--- config.mk ---
export PLATFORM = sky130hd
export DESIGN_NAME = stp_serializer
export DESIGN_NICKNAME = d
export VERILOG_FILES = /design/src/rtl/stp_pkg.sv /design/src/rtl/stp_bit_timer.sv /design/src/rtl/stp_serializer.sv
export SDC_FILE = /design/constraint.sdc
export NUM_CORES = 1
export LEC_CHECK = 0
export CAP_MARGIN = 40
export CELL_PAD_IN_SITES_DETAIL_PLACEMENT = 0
export CELL_PAD_IN_SITES_GLOBAL_PLACEMENT = 1
export CORE_AREA = 2 2 39 41
export CTS_CLUSTER_DIAMETER = 30
export CTS_CLUSTER_SIZE = 20
export DETAILED_ROUTE_END_ITERATION = 10
export DIE_AREA = 0 0 41 43
export PLACE_DENSITY = 0.78
export SLEW_MARGIN = 20
export SYNTH_ARGS = -nofsm -noshare
export SYNTH_HDL_FRONTEND = slang
export SYNTH_SLANG_ARGS = --single-unit
--- constraint.sdc ---
create_clock -name clk -period 1.8 [get_ports clk]
set_clock_uncertainty 0.1 [all_clocks]
set_input_delay 0.27 -clock clk [delete_from_list [all_inputs] [get_ports clk]]
set_output_delay 0.27 -clock clk [all_outputs]
set_load 0.005 [all_outputs]
--- src/rtl/stp_pkg.sv ---
// Shared definitions for the STP serial link: FSM state encoding and the
// default word width / bit period used by the serializer, the matching
// serial-in receiver and any bench that talks to them.
package stp_pkg;

  localparam int unsigned STP_BUS_WIDTH  = 3;  // bits per word
  localparam int unsigned STP_BIT_CYCLES = 1;  // clk cycles per serial bit

  typedef enum logic [1:0] {
    ST_IDLE  = 2'd0,
    ST_SHIFT = 2'd1,
    ST_DONE  = 2'd2
  } stp_state_e;

endpackage

--- src/rtl/stp_bit_timer.sv ---
// Bit-period timer for the STP serializer.
// Counts clk cycles while run_i is high and raises tick_o on the last cycle
// of every BIT_CYCLES-long bit period; the tick doubles as the serial strobe.
//   clk     in   clock, rising edge
//   rst     in   asynchronous reset, active low
//   clr_i   in   restart the period count (word accepted)
//   run_i   in   count enable (serializer shifting)
//   tick_o  out  last cycle of the current bit period
module stp_bit_timer
  import stp_pkg::*;
#(
  parameter int unsigned BIT_CYCLES = STP_BIT_CYCLES
) (
  input  logic clk,
  input  logic rst,
  input  logic clr_i,
  input  logic run_i,
  output logic tick_o
);

  localparam int unsigned   CW   = $clog2(BIT_CYCLES + 1);
  localparam logic [CW-1:0] LAST = CW'(BIT_CYCLES - 1);

  logic [CW-1:0] cnt_q, cnt_d;

  assign tick_o = run_i && (cnt_q == LAST);

  // Count restarts at zero after every tick, so it never exceeds LAST.
  always_comb begin
    cnt_d = cnt_q;
    if (clr_i || tick_o) begin
      cnt_d = '0;
    end else if (run_i) begin
      cnt_d = cnt_q + CW'(1);
    end
  end

  always_ff @(posedge clk or negedge rst) begin
    if (!rst) begin
      cnt_q <= '0;
    end else begin
      cnt_q <= cnt_d;
    end
  end

endmodule

--- src/rtl/stp_serializer.sv ---
// STP serializer: accepts a parallel word with a valid/ready handshake and
// sends it LSB first on ser_data, with a one-cycle ser_en strobe at the end
// of each bit period for a downstream serial-in (MSB-entry) receiver.
//
//   state  | meaning
//   IDLE   | waiting for start_valid; start_ready high (after reset release)
//   SHIFT  | bits in flight; ser_data = shift register bit 0
//   DONE   | one cycle, tx_done high, then back to IDLE
//
//   clk          in   clock, rising edge
//   rst          in   asynchronous reset, active low
//   start_valid  in   request to transmit tx_data
//   start_ready  out  word can be accepted this cycle
//   tx_data      in   BUS_WIDTH word, sampled only at acceptance
//   ser_data     out  serial bit, LSB first; 0 outside SHIFT
//   ser_en       out  strobe on the last cycle of each bit period
//   busy         out  high from acceptance through DONE
//   tx_done      out  one-cycle pulse after the last strobe
module stp_serializer
  import stp_pkg::*;
#(
  parameter int unsigned BUS_WIDTH  = STP_BUS_WIDTH,
  parameter int unsigned BIT_CYCLES = STP_BIT_CYCLES
) (
  input  logic                 clk,
  input  logic                 rst,
  input  logic                 start_valid,
  output logic                 start_ready,
  input  logic [BUS_WIDTH-1:0] tx_data,
  output logic                 ser_data,
  output logic                 ser_en,
  output logic                 busy,
  output logic                 tx_done
);

  localparam int unsigned   BW       = $clog2(BUS_WIDTH + 1);
  localparam logic [BW-1:0] LAST_BIT = BW'(BUS_WIDTH - 1);

  stp_state_e           state_q, state_d;
  logic [BUS_WIDTH-1:0] sreg_q, sreg_d;
  logic [BW-1:0]        bit_cnt_q, bit_cnt_d;
  logic                 live_q;
  logic                 accept;
  logic                 bit_tick;

  // live_q holds start_ready low during reset and until the first edge
  // after release, even though the FSM already sits in IDLE.
  assign start_ready = live_q && (state_q == ST_IDLE);
  assign accept      = start_valid && start_ready;

  stp_bit_timer #(
    .BIT_CYCLES(BIT_CYCLES)
  ) u_bit_timer (
    .clk   (clk),
    .rst   (rst),
    .clr_i (accept),
    .run_i (state_q == ST_SHIFT),
    .tick_o(bit_tick)
  );

  always_comb begin
    state_d   = state_q;
    sreg_d    = sreg_q;
    bit_cnt_d = bit_cnt_q;
    case (state_q)
      ST_IDLE: begin
        if (accept) begin
          sreg_d    = tx_data;
          bit_cnt_d = '0;
          state_d   = ST_SHIFT;
        end
      end
      ST_SHIFT: begin
        if (bit_tick) begin
          sreg_d    = sreg_q >> 1;
          bit_cnt_d = bit_cnt_q + BW'(1);
          if (bit_cnt_q == LAST_BIT) begin
            state_d = ST_DONE;
          end
        end
      end
      ST_DONE: begin
        state_d = ST_IDLE;
      end
      default: begin
        state_d = ST_IDLE;
      end
    endcase
  end

  always_ff @(posedge clk or negedge rst) begin
    if (!rst) begin
      state_q   <= ST_IDLE;
      sreg_q    <= '0;
      bit_cnt_q <= '0;
      live_q    <= 1'b0;
    end else begin
      state_q   <= state_d;
      sreg_q    <= sreg_d;
      bit_cnt_q <= bit_cnt_d;
      live_q    <= 1'b1;
    end
  end

  // The timer only ticks in SHIFT, so ser_en needs no extra state qualifier.
  assign ser_en   = bit_tick;
  assign ser_data = (state_q == ST_SHIFT) && sreg_q[0];
  assign busy     = (state_q != ST_IDLE);
  assign tx_done  = (state_q == ST_DONE);

endmodule
==> reports/metrics.cfg <==
[floorplan]
num_rows = 14
die_w_um = 41
start_util_pct = 30.6
num_io_pins = 11
dieArea_um2 = 1760
die_h_um = 43
core_um2 = 1380

[yosys]
yosysTopAreaCellShare_pct = 53.3
yosys_warnings = 0
dominantRegCellSynth = dfrtp_1
async_flop_share_pct = 100
netlist_top_cells_area = dfrtp_1 (53%), mux2_2 (5.3%), mux2i_1 (4.7%), inv_1 (4.4%), mux2_4 (3.6%)
yosys.area.top_type = dfrtp_1
synthTopCellsByCount = dfrtp_1 (9), inv_1 (5), nor2_1 (4)
synthCells = 36
ys_seq_area_share_pct = 53.3
syn-mean-instance-area_um2 = 11.7
ys_types = 18
syn_nets = 43
ys_ff_latch = 9
synth-edff-count = 0
synthesis.area_um2 = 423
synth_most_common_cell = dfrtp_1

[sta]
setup_viol = 0
rsz0062_at_grt = false
finalCritPeriodShare_pct = 96.6
layout_setup_ws_ps = 60.3
fmax_mhz = 575
maxSlewViolCount = 0
finalSetupTns_ps = 0
period_needed_ps = 1740
hold_viol_final = 0

[setup_path]
rr_worst_depth = 5
crit_slowest_cell = clkdlybuf4s50_1
crit_buf_inv = 1
worstPathMaxFanout = 4
worst_ep_arrival_time_ps = 1370
worstSetupPathType = flop to output pin
cpPeakStageDelay_ps = 490
crit_family = buffers and inverters
regToRegSetupSlack_ps = 230
r2r_end = sreg_q[1]
worstPathRequired_ps = 1430
crit_chain = and2b_2, clkdlybuf4s50_1
r2r_start = state_q[0]
startpoint_type = flop
end_kind = output pin

[drt]
wire_per_inst_um = 10.3
finalWirelength_um = 740
postRouteAntennaNets = 0
drt_iter0_drc = 2
vias = 303
drt-pass1-iter-count = 2
drc = 0
via_per_inst = 4.21

[layout]
antennaDiodeCount = 0
drive_above_1_share_pct = 37.5
syn_to_final_growth_pct = 47.9
fin_nets = 64
fillers = 143

[placed_design]
gp_congestion = 0.753
numPortBuffers = 10
dp_slack_ps = 118
dp_hpwl_um = 526

[clock_tree]
htreeDepth = 1
clk_latency_ps = 250
cts.root.buffer_cell = clkbuf_4
clock-sinks = 9
cts_max_path_buffers = 2
clk_pin_slew_ps = 60
cts_tree = built
numCtsBuffers = 3
ctsHoldBuffers = 0

[pwr]
vdd_ir_drop_max_v = 0.000841
pwr_density_cell_nw_per_um2 = 1630
p_leak_uw = 0.000313
fin_total_pwr_uw = 1020

[outcome]
outcome = finished, final reports clean

[grt]
grt_max_degree = 10
grt.overflow.total = 0
antenna_found_initial = 0
grt_pass1_wl_mm = 1.18
first_global_vias = 306
grt_use_total_pct = 10.4

[worst_hold_path]
hold_path.class = input port to async pin

[flow_run]
maxCapViolCount = 0

## how the worst max path moves through the flow
stage / start / to / slack (ps) / cells past startpoint
global placement: start_valid / sreg_q[1] / 130 / 4
global route: state_q[0] / tx_done / 20 / 2
floorplan: state_q[1] / sreg_q[1] / 420 / 3
finish: state_q[0] / tx_done / 60 / 2
detailed placement: start_valid / sreg_q[1] / 120 / 4
CTS: state_q[0] / busy / 2 / 4
## registers in the layout, summed over array words and instances (netlist names)
signal and count:
sreg_q 3, bit_cnt_q 2, state_q 2, live_q 1
u_bit_timer.cnt_q 1
## metal layers
layer	share of wire (%)	global-route usage, %	wire length (µm)	vias up
met5	0	0	0	-
met4	0	8.00	0	0
met3	4.3	3.14	32	0
met2	47	15.3	349	7
met1	48	11.7	358	135
li1	-	-	-	161
## where the power goes
group          switching (µW)  internal [µW]
clock                    65.8           85.1
sequential               46.9            280
combinational             204            337
total                     317            702
## cell families (layout without fill, tap and decap cells)
kind of cell,Yosys count,count (layout),synth area share [%]
and+or+nand+nor,10,10,14.8
other,1,1,0.887
buffers and inverters,5,25,4.44
AOI/OAI and AO/OA,5,5,10.1
adders and majority gates,1,1,2.96
DFF,9,9,53.3
muxes,5,5,13.6
## area by class of cell
type                            count  area, µm²  area share, %
Inverter                            5       18.8           3.00
Multi-Input combinational cell     22        189           30.2
Sequential cell                     9        228           36.4
Tap cell                           16       20.0           3.20
Clock buffer                        4       26.3           4.20
Timing Repair Buffer               16        144           23.0
## timing repair
action	CTS	global route
setup endpoints to repair	4	2
buffers inserted	1	3
pin swaps	1	0
resized for setup	7	1
## stage by stage
stage | utilization, % | instances | hold slack [ps] | area (µm²)
2_1_floorplan | - | 36 | -126 | 423
3_3_place_gp | 40.3 | 64 | 377 | 558
3_5_place_dp | 40.3 | 64 | 381 | 558
4_1_cts | 43.4 | 69 | 214 | 601
5_1_grt | 45.2 | 72 | 225 | 626
6_report | 45.2 | 72 | 203 | 626
## worst reg2reg max path, delay by kind of cell (launching register included)
kind	cells	cell delay [ps]
buf+inv	2	270
flops	1	420
mux	2	590
simple gates	1	70
## layout by cell type (no fill, tap or decap), types with 2 or more instances in the layout
master / synthesis / final
dfrtp_1: 9 / 7
dfrtp_2: 0 / 2
clkdlybuf4s50_1: 0 / 6
and2_1: 2 / 2
buf_4: 0 / 6
inv_1: 5 / 5
mux2i_1: 2 / 2
mux2_2: 2 / 2
dlygate4sd2_1: 0 / 3
clkbuf_4: 0 / 3
nor2_1: 4 / 3
Power figures use the tool's default switching activity.
